`src/rtl/mem_access_unit_pkg.sv`:
```
// Shared types and constants for the memory access unit.
package lc3_mem_pkg;

    // Default number of cycles the memory controls stay asserted.
    localparam int WAIT_CYCLES_DEFAULT = 2;

    // Counter width, wide enough for WAIT_CYCLES-1 with WAIT_CYCLES up to 15.
    localparam int CNT_W = 4;

    typedef enum logic [1:0] {
        IDLE   = 2'd0,
        ACCESS = 2'd1,
        DONE   = 2'd2
    } state_e;

endpackage

```
`src/rtl/mem_access_unit_if.sv`:
```
// Datapath/memory-side signal bundle of the memory access unit.
interface mem_access_if;
    logic        LD_MAR;
    logic        LD_MDR;
    logic        MIO_EN;
    logic        mem_req;
    logic        mem_we;
    logic [15:0] bus_input;
    logic [15:0] mem_rdata;
    logic [15:0] MAR;
    logic [15:0] MDR;
    logic [15:0] mem_addr;
    logic [15:0] mem_wdata;
    logic        mem_CE;
    logic        mem_OE;
    logic        mem_WE;
    logic        mem_ready;
    logic        busy;

    // The unit itself.
    modport slave (
        input  LD_MAR, LD_MDR, MIO_EN, mem_req, mem_we, bus_input, mem_rdata,
        output MAR, MDR, mem_addr, mem_wdata, mem_CE, mem_OE, mem_WE, mem_ready, busy
    );

    // Whoever drives the controls and the memory model.
    modport master (
        output LD_MAR, LD_MDR, MIO_EN, mem_req, mem_we, bus_input, mem_rdata,
        input  MAR, MDR, mem_addr, mem_wdata, mem_CE, mem_OE, mem_WE, mem_ready, busy
    );
endinterface

```
`src/rtl/mem_access_unit_reg_16.sv`:
```
// 16-bit register with synchronous active-high reset and load enable.
module reg_16 (
    input  logic        Clk,
    input  logic        Reset,
    input  logic        ld,
    input  logic [15:0] d,
    output logic [15:0] q
);
    logic [15:0] q_q, q_d;

    // Next value: new data when loading, otherwise hold.
    always_comb begin
        q_d = q_q;
        if (ld) q_d = d;
    end

    // Register with reset priority over load.
    always_ff @(posedge Clk) begin
        if (Reset) q_q <= '0;
        else       q_q <= q_d;
    end

    assign q = q_q;
endmodule

```
`src/rtl/mem_access_unit.sv`:
```
// MAR/MDR pair plus a three-state sequencer that drives one asynchronous
// memory access of WAIT_CYCLES cycles and pulses mem_ready when done.
module mem_access_unit
    import lc3_mem_pkg::*;
#(
    parameter int WAIT_CYCLES = WAIT_CYCLES_DEFAULT
) (
    input  logic         Clk,
    input  logic         Reset,
    mem_access_if.slave  bus
);
    state_e             state_q, state_d;
    logic [CNT_W-1:0]   cnt_q, cnt_d;
    logic               we_q, we_d;

    logic               idle, access, last_access;
    logic               mar_ld, mdr_ld;
    logic [15:0]        mdr_src;
    logic [15:0]        mar, mdr;

    assign idle        = (state_q == IDLE);
    assign access      = (state_q == ACCESS);
    assign last_access = access && (cnt_q == '0);

    // Sequencer: accept in IDLE, count down through ACCESS, one DONE cycle.
    always_comb begin
        state_d = state_q;
        cnt_d   = cnt_q;
        we_d    = we_q;
        unique case (state_q)
            IDLE: begin
                if (bus.mem_req) begin
                    state_d = ACCESS;
                    we_d    = bus.mem_we;
                    cnt_d   = CNT_W'(WAIT_CYCLES - 1);
                end
            end
            ACCESS: begin
                if (cnt_q == '0) state_d = DONE;
                else             cnt_d   = cnt_q - 1'b1;
            end
            DONE:    state_d = IDLE;
            default: state_d = IDLE;
        endcase
    end

    // Sequencer state; reset aborts any access in flight.
    always_ff @(posedge Clk) begin
        if (Reset) begin
            state_q <= IDLE;
            cnt_q   <= '0;
            we_q    <= 1'b0;
        end else begin
            state_q <= state_d;
            cnt_q   <= cnt_d;
            we_q    <= we_d;
        end
    end

    // Register loads are only honoured in IDLE; the one exception is the
    // read capture on the edge that leaves ACCESS.
    always_comb begin
        mar_ld  = idle && bus.LD_MAR;
        mdr_ld  = (idle && bus.LD_MDR) || (last_access && !we_q);
        mdr_src = bus.bus_input;
        if (last_access || bus.MIO_EN) mdr_src = bus.mem_rdata;
    end

    reg_16 u_mar (
        .Clk   (Clk),
        .Reset (Reset),
        .ld    (mar_ld),
        .d     (bus.bus_input),
        .q     (mar)
    );

    reg_16 u_mdr (
        .Clk   (Clk),
        .Reset (Reset),
        .ld    (mdr_ld),
        .d     (mdr_src),
        .q     (mdr)
    );

    assign bus.MAR       = mar;
    assign bus.MDR       = mdr;
    assign bus.mem_addr  = mar;
    assign bus.mem_wdata = mdr;

    // Controls depend only on registered state and type, never on inputs.
    assign bus.mem_CE    = !access;
    assign bus.mem_OE    = !(access && !we_q);
    assign bus.mem_WE    = !(access && we_q);
    assign bus.mem_ready = (state_q == DONE);
    assign bus.busy      = !idle;
endmodule

```
`src/flat_wrapper.sv`:
```
// flat-port wrapper written by rule: the top's interface ports become plain ports
module mem_access_unit_flat import lc3_mem_pkg::*;
#(
    parameter int WAIT_CYCLES = WAIT_CYCLES_DEFAULT
)
  (Clk, Reset, bus_LD_MAR, bus_LD_MDR, bus_MIO_EN, bus_mem_req, bus_mem_we, bus_bus_input, bus_mem_rdata, bus_MAR, bus_MDR, bus_mem_addr, bus_mem_wdata, bus_mem_CE, bus_mem_OE, bus_mem_WE, bus_mem_ready, bus_busy);
  mem_access_if bus_i ();
  input  logic Clk;
  input  logic Reset;
  input wire logic [$bits(bus_i.LD_MAR)-1:0] bus_LD_MAR;
  input wire logic [$bits(bus_i.LD_MDR)-1:0] bus_LD_MDR;
  input wire logic [$bits(bus_i.MIO_EN)-1:0] bus_MIO_EN;
  input wire logic [$bits(bus_i.mem_req)-1:0] bus_mem_req;
  input wire logic [$bits(bus_i.mem_we)-1:0] bus_mem_we;
  input wire logic [$bits(bus_i.bus_input)-1:0] bus_bus_input;
  input wire logic [$bits(bus_i.mem_rdata)-1:0] bus_mem_rdata;
  output wire logic [$bits(bus_i.MAR)-1:0] bus_MAR;
  output wire logic [$bits(bus_i.MDR)-1:0] bus_MDR;
  output wire logic [$bits(bus_i.mem_addr)-1:0] bus_mem_addr;
  output wire logic [$bits(bus_i.mem_wdata)-1:0] bus_mem_wdata;
  output wire logic [$bits(bus_i.mem_CE)-1:0] bus_mem_CE;
  output wire logic [$bits(bus_i.mem_OE)-1:0] bus_mem_OE;
  output wire logic [$bits(bus_i.mem_WE)-1:0] bus_mem_WE;
  output wire logic [$bits(bus_i.mem_ready)-1:0] bus_mem_ready;
  output wire logic [$bits(bus_i.busy)-1:0] bus_busy;
  assign bus_i.LD_MAR = bus_LD_MAR;
  assign bus_i.LD_MDR = bus_LD_MDR;
  assign bus_i.MIO_EN = bus_MIO_EN;
  assign bus_i.mem_req = bus_mem_req;
  assign bus_i.mem_we = bus_mem_we;
  assign bus_i.bus_input = bus_bus_input;
  assign bus_i.mem_rdata = bus_mem_rdata;
  assign bus_MAR = bus_i.MAR;
  assign bus_MDR = bus_i.MDR;
  assign bus_mem_addr = bus_i.mem_addr;
  assign bus_mem_wdata = bus_i.mem_wdata;
  assign bus_mem_CE = bus_i.mem_CE;
  assign bus_mem_OE = bus_i.mem_OE;
  assign bus_mem_WE = bus_i.mem_WE;
  assign bus_mem_ready = bus_i.mem_ready;
  assign bus_busy = bus_i.busy;
  mem_access_unit #(.WAIT_CYCLES(WAIT_CYCLES)) u_core (.Clk(Clk), .Reset(Reset), .bus(bus_i));
endmodule
```
`config.mk`:
```
export PLATFORM = sky130hd
export DESIGN_NAME = mem_access_unit_flat
export DESIGN_NICKNAME = d
export VERILOG_FILES = /design/src/rtl/mem_access_unit_pkg.sv /design/src/rtl/mem_access_unit_if.sv /design/src/rtl/mem_access_unit_reg_16.sv /design/src/rtl/mem_access_unit.sv /design/src/flat_wrapper.sv
export SDC_FILE = /design/constraint.sdc
export NUM_CORES = 1
export LEC_CHECK = 0
export CAP_MARGIN = 15
export CORE_ASPECT_RATIO = 1.5
export CORE_MARGIN = 1
export CORE_UTILIZATION = 41
export DETAILED_ROUTE_END_ITERATION = 12
export HOLD_SLACK_MARGIN = 0.15
export MAX_ROUTING_LAYER = met4
export PLACE_DENSITY = 0.89
export REMOVE_ABC_BUFFERS = 1
export SLEW_MARGIN = 20
export SYNTH_ARGS = -nofsm -noshare
export SYNTH_HDL_FRONTEND = slang
export SYNTH_SLANG_ARGS = --single-unit
```
`constraint.sdc`:
```
create_clock -name Clk -period 4.8 [get_ports Clk]
set_input_delay 0.72 -clock Clk [delete_from_list [all_inputs] [get_ports Clk]]
set_output_delay 0.72 -clock Clk [all_outputs]
set_load 0.1 [all_outputs]
```
==> reports/qor.txt, run 1 <==
Later-pin clock latency in the skew report = 270 ps
Post-CTS Hold Buffers = 0
Antenna violations before repair = 0
Post-Synthesis Cell Area = 1890 um2
Post-CTS Setup Inserts = 0
Ranking of synthesized cells by area = dfxtp_1 41%, nand2_1 14%, buf_4 13%
Post-synthesis sequential area ratio = 0.414
Fin area = 2830 um2
Die W = 57.4 um
Asr flop ratio synth = 0
CTS sink cnt = 39
Worst hold path type = register to register
Met1 Resource Use GR = 0.217
GRT met3 Usage = 0.0259
Grt met2 use = 0.395
Sw Pwr = 853 uW
Drt initial violations = 64
Hold Path Depth = 2
First-pass GRT wire length = 7850 um
Critical Path RT = 4080 ps
Worst-Margin Slew = 1010 ps
CTS resizes = 0
Yosys Warn Count = 0
Num rows = 29
Logic pwr share = 0.576
Synth Area per Inst = 8.03 um2
Leakage power = 1.08 nW
Post-synth EDFFs = 0
Final Max Slew Viols = 0
RSZ-0062 raised after global routing = false
Finish-stage setup viols = 0
Synth cell types = 30
Setup slack, reg-to-reg = 2520 ps
# DRC = 5
Wire per inst = 14.4 um
Synth Instances = 235
Worst vdd ir = 0.000349 V
Num CTS Buffers = 5
Routed Antenna Nets = 0
HP Start = u_core.u_mar.q[6]
FF-to-FF path depth = 6
Initial Util = 0.437
Clock root buffer = clkbuf_8
Post-layout nets = 345
Crit Path Class = register to output port
Total power = 1.60 mW
Top Ports = 108
Sw frac = 0.533
Clk pin slew, worst setup/hold paths = 70 ps
Die Ht = 85.1 um
Final Cycle Share = 0.641
Synth Register Bits = 39
Area fraction of the dominant cell type after synthesis = 0.414
Count leader, synth = nand2_1
Top cells by count, synth = 69 x nand2_1, 39 x dfxtp_1, 33 x buf_4, 24 x nor2_1, 17 x a21oi_1
Total of max-cap violations = 0
Placed Area = 2710 um2
Failing checks = design-rule violations
H-Tree Depth = 2
Port bufs = 107
DR vias = 1,782
Core area = 4320 um2
Relative slew slack = 0.325
Largest net degree at the start of global routing = 33
Int Power = 749 uW
Number of global-route vias before repair = 1,771
Clock Path Buffers = 2
Worst Path Arrival = 2360 ps
Clock power frac = 0.172
FF-to-FF End = u_core.u_mdr.q[14]
DR vias/cell = 5.06
Setup TNS = 0 ps
Total Routing Usage GR = 0.210
Fin util = 0.655
Total wire length = 5070 um
Max Fanout on Critical Path = 8
Pwr Density = 567 nW/um2
Status = complete, but fails checks
Top_reg_cell synth = dfxtp_1
Yosys top cell by area = dfxtp_1
Antenna cells = 0
Hold endpoint = u_core.u_mar.q[6]
Die area = 4880 um2
CP endpoint kind = output port
P&R area growth vs syn = 49.9%
CTS tree = built
Minimum clock period = 3080 ps
Crit start category = register
Max Clk Rate = 325 MHz
Skew final = 2.63 ps
Remaining global-route overflow = 0
Pre-Repair DR Iteration Count = 8
Layout cell share with drive strength beyond 1 = 0.0556
Reg2reg start = u_core.cnt_q[0]
Post-DP HPWL = 3730 um
Sequential fraction of design power = 0.252
Gpl congestion = 0.906
Final Hold Fails = 0
Grt peak-use layer = met2
==> layout make-up <==
cell class	instances	area (um2)
tap	46	57.6
multi-input combinational	146	774
fill	373	1490
clock inverter	2	35.0
sequential	39	781
clock buffer	6	82.6
timing repair buffer	108	1080
inverter	5	18.8
==> layer usage <==
layer,up-vias,share of wire
met2,64,0.56
met4,0,0.017
met3,8,0.045
met1,824,0.38
met5,-,0
li1,886,-
==> worst max path at each step <==
stage,startpoint,cells past startpoint,slack (ps),endpoint
after floorplan,u_core.state_q[1],1,2360,bus_mem_ready
after global placement,u_core.state_q[0],3,2090,bus_mem_CE
after detailed placement,u_core.state_q[0],3,2010,bus_mem_CE
after CTS,u_core.state_q[0],3,1700,bus_mem_CE
after global routing,u_core.state_q[0],3,1530,bus_mem_CE
final,u_core.state_q[0],3,1720,bus_mem_CE
==> sequential cells by signal, indices dropped and copies added, names as in the netlist <==
register        count
u_core.we_q         1
u_core.u_mdr.q     16
u_core.cnt_q        4
u_core.u_mar.q     16
u_core.state_q      2
==> through the flow <==
stage	std cells	hold WS (ps)	setup slack (ps)
5_1_grt	352	494	1530
4_1_cts	352	476	1700
3_3_place_gp	344	460	2090
6_report	352	471	1720
3_5_place_dp	344	466	2010
2_1_floorplan	190	472	2360
==> power by group through the flow <==
stage	logic, mW	clock network [mW]	registers [mW]
floorplan	0.181	0	0.925
global placement	0.913	0	0.409
detailed placement	0.925	0	0.411
CTS	0.926	0.282	0.404
global route	0.954	0.292	0.409
finish	0.923	0.275	0.404
==> critical path: stages, from the launching register on <==
cell and delay [ps]:
dfxtp_1 430, nor2b_1 540, inv_1 120, clkdlybuf4s50_1 990
==> cells by family (layout without fill, tap and decap cells) <==
| group | Yosys count | count (layout) | synth area share |
|---|---|---|---|
| AOI/OAI and AO/OA | 40 | 40 | 0.165 |
| buffers and inverters | 50 | 121 | 0.176 |
| and+or+nand+nor | 101 | 101 | 0.218 |
| muxes | 2 | 2 | 0.0113 |
| adders and majority gates | 1 | 1 | 0.00663 |
| DFF | 39 | 39 | 0.414 |
| xor gates and xnor gates | 2 | 2 | 0.00929 |
==> placed cells by master, fill, tap and decap left out, drive strengths merged, types with 2 or more instances in the layout <==
master and instances:
clkdlybuf4s50 107, a21oi 18, clkbuf 6, a311oi 16, inv 5, a21o 2, dfxtp 39, nor2b 2
nor2 24, nand2 69
Power figures use the tool's default switching activity.
==> inputs of run 2 (changes only) <==
--- a/config.mk
+++ b/config.mk
@@ -8,11 +8,11 @@
 export CAP_MARGIN = 15
 export CORE_ASPECT_RATIO = 1.5
 export CORE_MARGIN = 1
-export CORE_UTILIZATION = 41
+export CORE_UTILIZATION = 38
 export DETAILED_ROUTE_END_ITERATION = 12
 export HOLD_SLACK_MARGIN = 0.15
 export MAX_ROUTING_LAYER = met4
-export PLACE_DENSITY = 0.89
+export PLACE_DENSITY = 0.83
 export REMOVE_ABC_BUFFERS = 1
 export SLEW_MARGIN = 20
 export SYNTH_ARGS = -nofsm -noshare
==> constraint.sdc (replaced) <==
create_clock -name Clk -period 3.02 [get_ports Clk]
set_input_delay 0.453 -clock Clk [delete_from_list [all_inputs] [get_ports Clk]]
set_output_delay 0.453 -clock Clk [all_outputs]
set_load 0.1 [all_outputs]
==> run 2 against run 1 <==
The run now ends clean. Clock power up 16%. Via count down 0.11%. Non-clock buffer count unchanged. Sequential power up 60%. Combinational power up 54%. First-iteration DRC count up 1.6%. Largest power group unchanged. Highest routed layer unchanged.
==> reports/qor.txt, run 2 (synthesis gave the netlist of run 1 again) <==
# DRC = 0
Critical Path RT = 3200 ps
Max Fanout on Critical Path = 32
Relative slew slack = 0.474
Die Ht = 88.3 um
Port bufs = 107
Setup slack, reg-to-reg = 780 ps
Post-DP HPWL = 3610 um
Area of the multi-input gates = 774 um2
FF-to-FF path depth = 4
First-pass GRT wire length = 7310 um
Largest net degree at the start of global routing = 33
Later-pin clock latency in the skew report = 280 ps
Final Max Slew Viols = 0
Finish-stage setup viols = 0
Total power = 2.38 mW
Post-CTS Setup Inserts = 0
Total Routing Usage GR = 0.191
H-Tree Depth = 2
Most common cell after layout, fill and taps aside = buf_4
Critical Path Max Stage Delay = 750 ps
DR vias/cell = 4.81
Remaining global-route overflow = 0
Slowest CP cell = a32o_2
P&R area growth vs syn = 39.7%
Initial Util = 0.392
Crit Path Class = register to register
RSZ-0062 raised after global routing = false
Routed Antenna Nets = 0
Final Hold Fails = 0
Core area = 4810 um2
Number of global-route vias before repair = 1,616
HP Start = u_core.u_mar.q[10]
Top Ports = 108
Placed Area = 2560 um2
Hold endpoint = u_core.u_mar.q[10]
Hold Path Depth = 2
Layout cell share with drive strength beyond 1 = 0.273
Final Cycle Share = 0.743
Worst Path Arrival = 2420 ps
Fin area = 2640 um2
Reg2reg start = u_core.state_q[0]
Num rows = 31
Total of max-cap violations = 0
CP endpoint kind = register
CTS resizes = 0
Die W = 59.5 um
Wire per inst = 13.2 um
Drt initial violations = 65
Fill cells = 499
FF-to-FF End = u_core.u_mdr.q[7]
Status = finished, final reports clean
Minimum clock period = 2240 ps
DR vias = 1,780
Clock Path Buffers = 2
CTS sink cnt = 39
Gpl congestion = 0.832
Clock root buffer = clkbuf_8
Worst vdd ir = 0.000408 V
Leakage power = 1.17 nW
Max Clk Rate = 445 MHz
Num CTS Buffers = 5
Skew final = 2.44 ps
Worst hold path type = register to register
Worst-Margin Slew = 786 ps
CTS tree = built
Post-layout nets = 345
Pwr Density = 904 nW/um2
Crit start category = register
Clk pin slew, worst setup/hold paths = 70 ps
Setup TNS = 0 ps
CP Cell Sequence = nor2b_1 > a32o_2 > nor2_1 > a311oi_1
Most frequent cells in the layout = 70 x buf_4, 69 x nand2_1, 39 x dfxtp_1
Post-CTS Hold Buffers = 0
Total wire length = 4900 um
Antenna violations before repair = 0
FF+latch area = 781 um2
Pre-Repair DR Iteration Count = 7
Antenna cells = 0
Die area = 5260 um2
Fin util = 0.548
run 2: cell types whose count changed in the layout (fill, tap and decap cells not counted):
cell	delta
bufinv_16	-1
clkinv_2	-1
clkbuf_8	-1
clkbuf_1	+1
buf_4	+69
clkdlybuf4s50_1	-69
run 2: power breakdown:
| group | switching [mW] | internal, mW | total [mW] |
|---|---|---|---|
| Sequential | 0.0618 | 0.585 | 0.647 |
| Clock | 0.165 | 0.154 | 0.319 |
| Combinational | 1.12 | 0.294 | 1.42 |
run 2: final cells by class:
type / count / area share
timing repair buffer: 108 / 0.344
sequential: 39 / 0.296
multi-input combinational: 146 / 0.294
tap: 66 / 0.0313
clock buffer: 6 / 0.0275
inverter: 5 / 0.00712
run 2: stage by stage:
| stage | hold WS [ps] | setup WS (ps) | instances |
|---|---|---|---|
| finish | 477 | 775 | 370 |
| global route | 504 | 532 | 370 |
| CTS | 481 | 803 | 370 |
| detailed placement | 471 | 812 | 364 |
| global placement | 466 | 940 | 364 |
| floorplan | 472 | 851 | 190 |
run 2: how the worst max path moves through the flow:
stage | start | end | cells past startpoint
CTS | u_core.state_q[0] | u_core.u_mdr.q[4] | 4
global placement | u_core.state_q[0] | u_core.u_mdr.q[14] | 4
global route | u_core.state_q[0] | u_core.u_mdr.q[15] | 4
floorplan | u_core.state_q[1] | bus_mem_ready | 1
finish | u_core.state_q[0] | u_core.u_mdr.q[7] | 4
detailed placement | u_core.state_q[0] | u_core.u_mdr.q[9] | 4
run 2: critical path: cells and delay by family, from the launching register on:
family             cells  cell delay (ps)
and+or+nand+nor        2              630
AOI/OAI and AO/OA      2             1040
DFF                    1              450
run 2: per-layer routing:
layer	vias to the layer above	GRT usage	share of wire
li1	879	-	-
met1	824	0.201	0.39
met2	70	0.339	0.53
met3	7	0.0468	0.062
met4	0	0.0698	0.015
met5	-	-	0
==> inputs of run 3 (changes only) <==
==> constraint.sdc (replaced) <==
create_clock -name Clk -period 2.1 [get_ports Clk]
set_input_delay 0.315 -clock Clk [delete_from_list [all_inputs] [get_ports Clk]]
set_output_delay 0.315 -clock Clk [all_outputs]
set_load 0.1 [all_outputs]
==> run 3 against run 2 <==
Critical path depth increased by 3. Clock power grew 100%. Sequential power up 44%. Register-to-register slack lost 620 ps. Routed wire length decreased by 0.80%. Clock skew is 6.8 ps higher. Die area unchanged. Largest cell class unchanged. Total power is 53% higher. Clock-buffer cell count unchanged. Non-clock buffer count increased by 4.
==> reports/qor.txt, run 3 (synthesis gave the netlist of run 1 again) <==
Met3 routed WL = 241 um
Fin util = 0.574
Fin area = 2760 um2
Hold endpoint = u_core.u_mar.q[14]
Worst Path Arrival = 2120 ps
CTS sink cnt = 39
Post-CTS Hold Buffers = 0
Sw Pwr = 1.96 mW
Wire per inst = 12.9 um
Final Hold Fails = 0
Crit start category = register
FF-to-FF End = u_core.u_mdr.q[9]
First-pass GRT wire length = 7450 um
FF-to-FF path depth = 7
Crit Path Class = register to register
Sw frac = 0.538
Max Clk Rate = 514 MHz
Most frequent cells in the layout = 70 x buf_4, 69 x nand2_1, 39 x dfxtp_1
P&R area growth vs syn = 46.3%
# DRC = 0
Skew final = 9.28 ps
Total wire length = 4860 um
Most common cell after layout, fill and taps aside = buf_4
Remaining global-route overflow = 0
Worst-Margin Slew = 608 ps
Pwr Density = 1320 nW/um2
HP Start = u_core.u_mar.q[14]
Die area = 5260 um2
Int Power = 1.69 mW
Antenna cells = 0
Max Fanout on Critical Path = 18
Minimum clock period = 1940 ps
Placed Area = 2640 um2
Sequential fraction of design power = 0.255
Pre-Repair DR Iteration Count = 4
CP endpoint kind = register
Hold Path Depth = 2
Max layer used = met4
Later-pin clock latency in the skew report = 280 ps
Die Ht = 88.3 um
Initial Util = 0.392
Clock Path Buffers = 2
M1 wire length = 1890 um
Relative slew slack = 0.594
Total of max-cap violations = 0
Num rows = 31
Number of global-route vias before repair = 1,659
Routed Antenna Nets = 0
Logic pwr share = 0.569
Worst hold path type = register to register
Critical Path RT = 2280 ps
Num CTS Buffers = 5
Gpl congestion = 0.828
Placed cells = 368
Largest net degree at the start of global routing = 39
DR vias/cell = 4.72
Post-DP HPWL = 3590 um
Antenna violations before repair = 0
Worst vdd ir = 0.000734 V
Leakage power = 1.24 nW
Reg2reg start = u_core.cnt_q[0]
H-Tree Depth = 2
Post-layout nets = 349
Post-CTS Setup Inserts = 0
Die W = 59.5 um
Clock root buffer = clkbuf_8
Clk pin slew, worst setup/hold paths = 80 ps
CTS tree = built
Post-Layout Cell Count = 376
CTS resizes = 0
Final Max Slew Viols = 0
Clock power frac = 0.176
Port bufs = 107
Setup TNS = 0 ps
Setup slack, reg-to-reg = 160 ps
Drt initial violations = 99
Total Routing Usage GR = 0.191
Met2 wire length = 2700 um
Finish-stage setup viols = 0
Core area = 4810 um2
Status = finished, final reports clean
DR vias = 1,773
Final Cycle Share = 0.926
Layout cell share with drive strength beyond 1 = 0.290
RSZ-0062 raised after global routing = false
Top Ports = 108
run 3: through the flow:
stage	setup WS, ps	power [mW]	hold WS [ps]
floorplan	15.9	2.53	383
global placement	346	3.00	462
detailed placement	161	3.03	468
CTS	156	3.67	479
global route	0.523	3.79	506
finish	155	3.65	478
run 3: routing by layer:
metal / track usage / vias to the layer above
met1: 0.202 / 823
met3: 0.0351 / 2
met5: - / -
li1: - / 887
met2: 0.355 / 61
met4: 0.0507 / 0
run 3: worst max-delay path by stage:
| stage | startpoint | endpoint | slack [ps] |
|---|---|---|---|
| final | u_core.cnt_q[0] | u_core.u_mdr.q[9] | 160 |
| after floorplan | u_core.u_mdr.q[0] | u_core.u_mdr.q[0] | 20 |
| after CTS | u_core.cnt_q[0] | u_core.u_mdr.q[9] | 160 |
| after detailed placement | u_core.cnt_q[0] | u_core.u_mdr.q[9] | 160 |
| after global routing | u_core.cnt_q[0] | u_core.u_mdr.q[12] | 0.5 |
| after global placement | u_core.cnt_q[0] | u_core.u_mdr.q[9] | 350 |
run 3: final cells by class:
class | instances | area (um2)
Timing Repair Buffer | 112 | 986
Fill cell | 476 | 2050
Tap cell | 66 | 82.6
Clock inverter | 2 | 35.0
Clock buffer | 6 | 82.6
Inverter | 5 | 18.8
Multi-Input combinational cell | 146 | 774
Sequential cell | 39 | 781
run 3: critical path, stage by stage, from the launching register on:
cell,delay (ps)
dfxtp_1,320
inv_1,80
ha_1,180
nor3b_4,430
a32o_2,270
buf_4,220
nor2_1,60
a311oi_1,260
run 3: power by group through the flow:
stage          clock network [mW]  logic, mW  registers [mW]
6_report                    0.642       2.08           0.929
5_1_grt                     0.686       2.16           0.944
4_1_cts                     0.657       2.08           0.930
3_5_place_dp                    0       2.08           0.946
3_3_place_gp                    0       2.06           0.942
2_1_floorplan                   0      0.413            2.11
